[src/rtl/loader_pkg.sv]
// Shared types and constants for the instruction loader: FSM state encoding and
// stream framing sizes.
package loader_pkg;

  typedef enum logic [2:0] {
    StIdle,
    StHdrHi,
    StHdrLo,
    StData,
    StDone,
    StError
  } loader_state_e;

  localparam int unsigned HDR_BYTES  = 2;
  localparam int unsigned WORD_BYTES = 4;
  localparam int unsigned BYTE_CNT_W = $clog2(WORD_BYTES);

endpackage

[src/rtl/byte_packer.sv]
// Shifts bytes MSB-first into a 32-bit word; word_valid_o flags the byte that
// completes a word, with word_o already including that byte.
module byte_packer
  import loader_pkg::*;
(
  input  logic        clk,
  input  logic        rst,
  input  logic        clear_i,
  input  logic        byte_en_i,
  input  logic [7:0]  byte_i,
  output logic [31:0] word_o,
  output logic        word_valid_o
);

  localparam logic [BYTE_CNT_W-1:0] LastIdx = BYTE_CNT_W'(WORD_BYTES - 1);

  logic [BYTE_CNT_W-1:0] cnt_q, cnt_d;
  logic [23:0]           sr_q, sr_d;

  always_comb begin
    cnt_d = cnt_q;
    sr_d  = sr_q;
    if (clear_i) begin
      cnt_d = '0;
    end else if (byte_en_i) begin
      cnt_d = cnt_q + 1'b1;
      sr_d  = {sr_q[15:0], byte_i};
    end
  end

  assign word_o       = {sr_q, byte_i};
  assign word_valid_o = byte_en_i && (cnt_q == LastIdx);

  always_ff @(posedge clk or posedge rst) begin
    if (rst) begin
      cnt_q <= '0;
      sr_q  <= '0;
    end else begin
      cnt_q <= cnt_d;
      sr_q  <= sr_d;
    end
  end

endmodule

[src/rtl/instruction_loader.sv]
// Writer side of instruction memory: parses a length-prefixed byte stream into
// big-endian words and holds the CPU in reset until the load completes.
module instruction_loader
  import loader_pkg::*;
#(
  parameter int unsigned ADDR_WIDTH = 10,
  parameter int unsigned CNT_WIDTH  = 16
) (
  input  logic                  clk,
  input  logic                  rst,
  input  logic                  start,
  input  logic [7:0]            in_data,
  input  logic                  in_valid,
  output logic                  in_ready,
  output logic                  mem_we,
  output logic [ADDR_WIDTH-1:0] mem_addr,
  output logic [31:0]           mem_wdata,
  output logic                  cpu_rst,
  output logic                  done,
  output logic                  err
);

  localparam int unsigned CmpW = CNT_WIDTH + 1;
  localparam logic [CmpW-1:0] Depth = CmpW'(1) << ADDR_WIDTH;

  loader_state_e state_q, state_d;
  logic [CNT_WIDTH-1:0]  n_q, n_d, hdr_full;
  logic [ADDR_WIDTH:0]   word_cnt_q, word_cnt_d, word_cnt_inc;
  logic                  last_q, last_d;
  logic                  in_ready_q, in_ready_d;
  logic                  mem_we_q, mem_we_d;
  logic [ADDR_WIDTH-1:0] mem_addr_q, mem_addr_d;
  logic [31:0]           mem_wdata_q, mem_wdata_d;
  logic                  accept, pack_clear, pack_en, word_valid;
  logic [31:0]           packed_word;

  assign accept       = in_valid && in_ready_q;
  assign pack_en      = accept && (state_q == StData) && !last_q;
  assign hdr_full     = n_q | CNT_WIDTH'(in_data);
  assign word_cnt_inc = word_cnt_q + (ADDR_WIDTH + 1)'(1);

  byte_packer u_packer (
    .clk          (clk),
    .rst          (rst),
    .clear_i      (pack_clear),
    .byte_en_i    (pack_en),
    .byte_i       (in_data),
    .word_o       (packed_word),
    .word_valid_o (word_valid)
  );

  always_comb begin
    state_d     = state_q;
    n_d         = n_q;
    word_cnt_d  = word_cnt_q;
    last_d      = last_q;
    mem_we_d    = 1'b0;
    mem_addr_d  = mem_addr_q;
    mem_wdata_d = mem_wdata_q;
    pack_clear  = 1'b0;

    unique case (state_q)
      StIdle: begin
        if (start) state_d = StHdrHi;
      end
      StHdrHi: begin
        if (accept) begin
          n_d     = CNT_WIDTH'(in_data) << (8 * (HDR_BYTES - 1));
          state_d = StHdrLo;
        end
      end
      StHdrLo: begin
        if (accept) begin
          n_d = hdr_full;
          if (hdr_full == '0) begin
            state_d = StDone;
          end else if (CmpW'(hdr_full) > Depth) begin
            state_d = StError;
          end else begin
            word_cnt_d = '0;
            last_d     = 1'b0;
            pack_clear = 1'b1;
            state_d    = StData;
          end
        end
      end
      StData: begin
        // The last write has been issued; one extra cycle before DONE keeps
        // done/cpu_rst release two cycles after the final byte.
        if (last_q) begin
          last_d  = 1'b0;
          state_d = StDone;
        end else if (word_valid) begin
          mem_we_d    = 1'b1;
          mem_addr_d  = word_cnt_q[ADDR_WIDTH-1:0];
          mem_wdata_d = packed_word;
          word_cnt_d  = word_cnt_inc;
          if (CmpW'(word_cnt_inc) == CmpW'(n_q)) last_d = 1'b1;
        end
      end
      StDone, StError: begin
        if (start) state_d = StHdrHi;
      end
      default: state_d = StIdle;
    endcase

    in_ready_d = ((state_d == StHdrHi) || (state_d == StHdrLo) || (state_d == StData)) &&
                 !last_d;
  end

  always_ff @(posedge clk or posedge rst) begin
    if (rst) begin
      state_q     <= StIdle;
      n_q         <= '0;
      word_cnt_q  <= '0;
      last_q      <= 1'b0;
      in_ready_q  <= 1'b0;
      mem_we_q    <= 1'b0;
      mem_addr_q  <= '0;
      mem_wdata_q <= '0;
    end else begin
      state_q     <= state_d;
      n_q         <= n_d;
      word_cnt_q  <= word_cnt_d;
      last_q      <= last_d;
      in_ready_q  <= in_ready_d;
      mem_we_q    <= mem_we_d;
      mem_addr_q  <= mem_addr_d;
      mem_wdata_q <= mem_wdata_d;
    end
  end

  assign in_ready  = in_ready_q;
  assign mem_we    = mem_we_q;
  assign mem_addr  = mem_addr_q;
  assign mem_wdata = mem_wdata_q;
  assign cpu_rst   = (state_q != StDone);
  assign done      = (state_q == StDone);
  assign err       = (state_q == StError);

endmodule

[config.mk]
export PLATFORM = sky130hd
export DESIGN_NAME = instruction_loader
export DESIGN_NICKNAME = d
export VERILOG_FILES = /design/src/rtl/loader_pkg.sv /design/src/rtl/byte_packer.sv /design/src/rtl/instruction_loader.sv
export SDC_FILE = /design/constraint.sdc
export NUM_CORES = 1
export LEC_CHECK = 0
export ABC_AREA = 1
export BUFFER_PORTS_ARGS = -buffer_cell sky130_fd_sc_hd__buf_2
export CAP_MARGIN = 20
export CORE_ASPECT_RATIO = 1.5
export CORE_UTILIZATION = 50
export CTS_BUF_LIST = sky130_fd_sc_hd__clkbuf_2 sky130_fd_sc_hd__clkbuf_4 sky130_fd_sc_hd__clkbuf_8
export CTS_CLUSTER_DIAMETER = 30
export DETAILED_ROUTE_END_ITERATION = 16
export GPL_TIMING_DRIVEN = 1
export HOLD_SLACK_MARGIN = 0.08
export PLACE_DENSITY = 0.81
export SYNTH_ARGS = -nofsm -noshare
export SYNTH_HDL_FRONTEND = slang
export SYNTH_HIERARCHICAL = 1
export SYNTH_SLANG_ARGS = --single-unit
[constraint.sdc]
create_clock -name clk -period 3.95 [get_ports clk]
set_input_delay 0.79 -clock clk [delete_from_list [all_inputs] [get_ports clk]]
set_output_delay 0.79 -clock clk [all_outputs]
set_load 0.05 [all_outputs]
==> results.sh, run 1 <==
export IMPL_path_cells="inv_2 -> nand3_2 -> inv_1 -> nand2_1 -> nor2_1 -> buf_4 -> nand2_1 -> inv_1 -> nand2_1 -> nor2_4 -> inv_2 -> nand2_1 -> o22ai_1"
export IMPL_nets=629
export IMPL_worst_setup_path_start_kind="flip-flop"
export IMPL_drt_iter0_markers=249
export IMPL_clk_latency_ps=360
export IMPL_core_area_um2=8880
export IMPL_dp_slack_ps=794
export IMPL_grt_antenna_before_repair=0
export IMPL_yosys_warnings=6
export IMPL_worstSetupPathType="flip-flop to flip-flop"
export IMPL_post_cts_setup_buffer_count=0
export IMPL_finalCritPeriodShare_pct=70.2
export IMPL_leakage_uw=0.00295
export IMPL_hold_violations=0
export IMPL_synth_commonest_cells="nand2_1, dfrtp_1, nand3_1"
export IMPL_fmax_mhz=361
export IMPL_drv_cap=0
export IMPL_critPathMaxFanout=60
export IMPL_switching_share_pct=43.4
export IMPL_antenna_cells=0
export IMPL_drv_slew=0
export IMPL_ys_seq_area_share_pct=55.0
export IMPL_hp_class="input pin to async pin"
export IMPL_dp_hpwl_mm=7.40
export IMPL_worst_slack_ps=1180
export IMPL_power_per_cell_area_nw_per_um2=699
export IMPL_crit_arrival_ps=3040
export IMPL_grt_pass1_vias=3753
export IMPL_grt_overflow_total=0
export IMPL_finClkSkew_ps=11.8
export IMPL_cts_resized=0
export IMPL_synth_cell_types=24
export IMPL_drive_above_1_share_pct=15.5
export IMPL_max_stage_delay_ps=620
export IMPL_rrSetupSlack_ps=1180
export IMPL_synthCells=569
export IMPL_area_delta_synth_final_pct=10.3
export IMPL_p_comb_share_pct=39.4
export IMPL_ys_flop_type="dfrtp_1"
export IMPL_start_util_pct=51.8
export IMPL_gp_routability_congestion=0.866
export IMPL_ys_seq_elements=101
export IMPL_crit_path_end_kind="flip-flop"
export IMPL_min_period_ps=2770
export IMPL_synth_area_leaders="dfrtp_1, nand2_1, nand3_1"
export IMPL_synth_edf_count=0
export IMPL_slew_headroom_pct=39.6
export IMPL_synth_most_common_cell="nand2_1"
export IMPL_async_flop_share_pct=100
export IMPL_htree_levels=3
export IMPL_p_switching_uw=1540
export IMPL_syn_avg_cell_area_um2=8.08
export IMPL_clk_pin_slew_worst_paths_ps=90
export IMPL_clock_path_buffers=2
export IMPL_totalWireLength_mm=10.2
export IMPL_clockRootBuffer="clkbuf_8"
export IMPL_grt_total_usage_pct=23.1
export IMPL_finalSetupViolCount=0
export IMPL_internal_power_uw=2010
export IMPL_synth_fp_nets=583
export IMPL_via_count=3803
export IMPL_grt_pass1_wl_mm=17.1
export IMPL_numCtsBuffers=9
export IMPL_drt_first_pass_iters=5
export IMPL_pwr_share_clk_pct=16.8
export IMPL_die_w_um=80.3
export IMPL_netlist_area_um2=4600
export IMPL_required_ps=4210
export IMPL_drc=0
export IMPL_worst_pin_slew_ps=907
export IMPL_status="complete, no violations"
export IMPL_io_pin_count=59
export IMPL_yosys_area_top_type="dfrtp_1"
export IMPL_rows=42
export IMPL_hold_buffers=0
export IMPL_finalSetupTns_ps=0
export IMPL_cts_tree="yes"
export IMPL_fp_dieH_um=119
export IMPL_io_buffers=58
export IMPL_viasPerCell=5.22
export IMPL_ant_nets=0
export IMPL_yosys_area_top_type_share_pct=55.0
export IMPL_detail_route_wl_per_cell_um=14.0
export IMPL_rsz0062_at_grt="false"
export IMPL_crit_slowest_cell="inv_2"
export IMPL_cts_sinks=101
export IMPL_critPathMostFrequentCell="nand2_1"
export IMPL_ir_drop_mv=0.429
export IMPL_grt_max_degree=61
export IMPL_fp_dieArea_um2=9590
export IMPL_seq_power_share_pct=43.8
==> worst paths after layout <==
kind / startpoint / to / depth (start not counted)
worst max register to register: state_q[2] / word_cnt_q[10] / 13
worst max-delay path: state_q[2] / word_cnt_q[10] / 13
min in group clk: mem_wdata[7] / mem_wdata[7] / 2
worst min-delay path: rst / u_packer/sr_q[19] / 2
worst min register to register: mem_wdata[7] / mem_wdata[7] / 2
max in group asynchronous: rst / n_q[9] / 3
==> cell families after synthesis <==
| group | count (synthesis) | share of synthesized area [%] |
|---|---|---|
| AOI/OAI and AO/OA | 44 | 5.50 |
| xor gates and xnor gates | 1 | 0.190 |
| adders and majority gates | 2 | 0.544 |
| buffers and inverters | 78 | 8.08 |
| DFF | 101 | 55.0 |
| and+or+nand+nor | 343 | 30.7 |
==> per-layer routing <==
layer	vias up	wire length, um	global-route usage (%)
met5	-	0	0
met4	0	365	10.9
met3	25	497	4.52
met2	114	5290	39.8
met1	1794	4030	27.3
li1	1870	-	-
==> registers in the layout, summed over array words and instances (netlist names) <==
name and count:
u_packer/sr_q 24, u_packer/cnt_q 2, word_cnt_q 11, mem_addr 10
last_q 1, in_ready 1, state_q 3, n_q 16
mem_we 1, mem_wdata 32
==> per-stage QoR <==
step / total power (uW) / hold slack (ps) / area [um2] / cells / utilization (%)
final: 3550 / 394 / 5070 / 729 / 57.1
after floorplan: 2600 / 442 / 4600 / 569 / -
after CTS: 3550 / 396 / 5050 / 728 / 56.8
after global routing: 3830 / 398 / 5070 / 729 / 57.1
after global placement: 2890 / 452 / 4870 / 713 / 54.9
after detailed placement: 2950 / 457 / 4870 / 713 / 54.9
==> critical path, delay by kind of cell, from the launching register on <==
family | cells | cell delay [ps]
compound gates | 1 | 260
flops | 1 | 410
buf+inv | 5 | 1010
simple gates | 7 | 950
==> layout make-up <==
| class | count | area, um2 |
|---|---|---|
| fillers | 780 | 3810 |
| flip-flops and latches | 101 | 2530 |
| multi-input cells | 390 | 1700 |
| repair buffers | 63 | 348 |
| inverters | 50 | 188 |
| clock buffers | 12 | 153 |
| well taps | 110 | 138 |
| clock inverters | 3 | 21.3 |
==> cell usage in the layout, fill, tap and decap left out, types with 2 or more instances in the layout <==
| cell | instances |
|---|---|
| o21bai_1 | 2 |
| nand3_2 | 3 |
| buf_2 | 58 |
| nand3_1 | 58 |
| o22ai_1 | 17 |
| buf_4 | 4 |
| nand2_1 | 237 |
| clkbuf_8 | 10 |
| clkbuf_4 | 2 |
| o21ai_0 | 21 |
| nor2_2 | 4 |
| dfrtp_1 | 101 |
| ha_1 | 2 |
| nand2_2 | 3 |
| a21oi_1 | 2 |
| nor2_1 | 35 |
| inv_1 | 45 |
| inv_2 | 5 |
==> power by group through the flow <==
stage / registers, uW / clock network (uW) / logic (uW)
after global routing: 1590 / 646 / 1590
after global placement: 1560 / 0 / 1330
after detailed placement: 1570 / 0 / 1380
after floorplan: 1680 / 0 / 923
after CTS: 1550 / 608 / 1390
final: 1550 / 596 / 1400
Power figures use the tool's default switching activity.
==> inputs of run 2 (changes only) <==
Settings changed: PLACE_DENSITY 0.81 to 0.84.
Clock period 3.95 ns to 2.5 ns, I/O delays scaled along.
==> run 2 against run 1 <==
  * Total power up 59%
  * Core utilization up 0.31 points
  * Global-route usage up 0.25 points
  * Sequential share of layout area down 0.27 points
  * Combinational power up 59%
  * Hold slack lost 200 ps
  * Wire length fell by 0.30%
  * Sequential power grew 59%
  * Die area is the same
  * Clock-buffer cell count is 1 higher
  * Setup slack lost 860 ps
  * Critical path type unchanged
  * Critical endpoint unchanged
  * Highest routed layer unchanged
==> results.sh, run 2 (synthesized netlist as in run 1, its figures left out) <==
export IMPL_cts_sinks=101
export IMPL_status="complete, no violations"
export IMPL_cts_tree="yes"
export IMPL_rr_startpoint="state_q[2]"
export IMPL_grt_pass1_vias=3684
export IMPL_post_route_util_pct=57.5
export IMPL_antenna_cells=0
export IMPL_drc=0
export IMPL_fp_dieH_um=119
export IMPL_regToRegEndpoint="word_cnt_q[10]"
export IMPL_numCtsBuffers=9
export IMPL_clk_pin_slew_worst_paths_ps=90
export IMPL_critPathMostFrequentCell="nand2_1"
export IMPL_ant_nets=0
export IMPL_ir_drop_mv=0.574
export IMPL_numPlacedInstances=716
export IMPL_fmax_mhz=458
export IMPL_final_cell_count_no_fill=732
export IMPL_grt_total_usage_pct=23.4
export IMPL_n_fill_cell=798
export IMPL_core_area_um2=8880
export IMPL_clockRootBuffer="clkbuf_8"
export IMPL_crit_path_end_kind="flip-flop"
export IMPL_largest_register_ffs=32
export IMPL_drt_first_pass_iters=5
export IMPL_max_stage_delay_ps=420
export IMPL_crit_arrival_ps=2400
export IMPL_slew_headroom_pct=68.1
export IMPL_gp_routability_congestion=0.840
export IMPL_area_delta_synth_final_pct=10.9
export IMPL_grt_antenna_before_repair=0
export IMPL_hold_violations=0
export IMPL_rsz0062_at_grt="false"
export IMPL_r2r_worst_path_cells=12
export IMPL_io_buffers=58
export IMPL_final_cell_mix="nand2_1, dfrtp_1, nand3_1, buf_2, inv_1"
export IMPL_io_pin_count=59
export IMPL_required_ps=2720
export IMPL_worstSetupPathType="flip-flop to flip-flop"
export IMPL_rrSetupSlack_ps=320
export IMPL_drv_cap=0
export IMPL_finalCritPeriodShare_pct=87.3
export IMPL_drv_slew=0
export IMPL_placed_cell_area_um2=4920
export IMPL_hp_class="input pin to async pin"
export IMPL_final_common_cell="nand2_1"
export IMPL_cp_top_family="simple AND/OR/NAND/NOR gates"
export IMPL_hold_buffers=0
export IMPL_grt_overflow_total=0
export IMPL_power_per_cell_area_nw_per_um2=1110
export IMPL_grt_pass1_wl_mm=17.0
export IMPL_finClkSkew_ps=7.08
export IMPL_via_count=3843
export IMPL_worst_pin_slew_ps=477
export IMPL_finalSetupTns_ps=0
export IMPL_finalSetupViolCount=0
export IMPL_htree_levels=3
export IMPL_rows=42
export IMPL_clock_path_buffers=2
export IMPL_die_w_um=80.3
export IMPL_drive_above_1_share_pct=15.9
export IMPL_dp_hpwl_mm=7.33
export IMPL_worst_setup_path_start_kind="flip-flop"
export IMPL_final_cell_area_um2=5100
export IMPL_grt_max_degree=76
export IMPL_post_cts_setup_buffer_count=0
export IMPL_fp_dieArea_um2=9590
export IMPL_path_cells="inv_2 -> nand3_2 -> inv_1 -> nand2_1 -> nor2_1 -> nand2_1 -> inv_1 -> nand2_1 -> nor2_4 -> inv_2 -> nand2_1 -> o22ai_1"
export IMPL_totalWireLength_mm=10.2
export IMPL_nets=631
export IMPL_critPathMaxFanout=17
export IMPL_crit_slowest_cell="nand2_1"
export IMPL_drt_iter0_markers=266
export IMPL_clk_latency_ps=360
export IMPL_cts_resized=0
export IMPL_path_buf_inv=4
export IMPL_leakage_uw=0.00297
export IMPL_detail_route_wl_per_cell_um=13.9
export IMPL_min_period_ps=2180
export IMPL_start_util_pct=51.8
export IMPL_viasPerCell=5.25
==> run 2: cell count changes in the layout (fill, tap and decap cells not counted) <==
cell,before,now
clkinv_4,0,1
buf_4,4,5
clkbuf_4,2,3
buf_16,1,0
inv_6,1,0
buf_12,0,2
==> run 2: where the power goes <==
group,total [uW],internal [uW],leakage [uW],switching (uW)
combinational,2230,675,0.00155,1550
sequential,2460,2090,0.00132,373
clock,957,424,0.0000939,533
total,5640,3190,0.00297,2460
==> run 2: routing by layer <==
layer | vias up | global-route usage (%) | wire [um] | share of wire (%)
li1 | 1871 | - | - | -
met1 | 1834 | 28.6 | 4070 | 40
met3 | 20 | 3.91 | 414 | 4.1
met5 | - | 0 | 0 | 0
met4 | 0 | 9.38 | 242 | 2.4
met2 | 118 | 40.4 | 5430 | 54
==> run 2: cell type report <==
class                      count  area (um2)  share of cell area, %
tap                          110         138                   2.70
clock inverter                 3        21.3                  0.417
timing repair buffer          65         368                   7.21
sequential                   101        2530                   49.5
multi-input combinational    390        1700                   33.3
clock buffer                  13         160                   3.14
inverter                      50         188                   3.68
==> run 2: worst max-delay path by stage <==
stage | startpoint | end | slack (ps) | depth (start not counted)
6_report | state_q[2] | word_cnt_q[10] | 320 | 12
4_1_cts | state_q[2] | word_cnt_q[10] | 330 | 12
3_3_place_gp | in_valid | word_cnt_q[6] | 360 | 10
2_1_floorplan | rst | in_ready | 90 | 1
3_5_place_dp | in_valid | word_cnt_q[10] | 320 | 10
5_1_grt | state_q[2] | word_cnt_q[10] | 150 | 12
==> run 2: worst reg2reg max path: stages, from the launching register on <==
cell	delay, ps
dfrtp_1	410
inv_2	90
nand3_2	110
inv_1	80
nand2_1	80
nor2_1	130
nand2_1	80
inv_1	50
nand2_1	80
nor2_4	200
inv_2	180
nand2_1	420
o22ai_1	140
==> run 2: metrics by stage <==
step | setup WS, ps | total power, uW | hold WS (ps)
detailed placement | 322 | 4680 | 454
CTS | 329 | 5660 | 183
finish | 317 | 5640 | 189
global route | 153 | 6060 | 215
global placement | 361 | 4580 | 452
floorplan | 90.0 | 4110 | 442
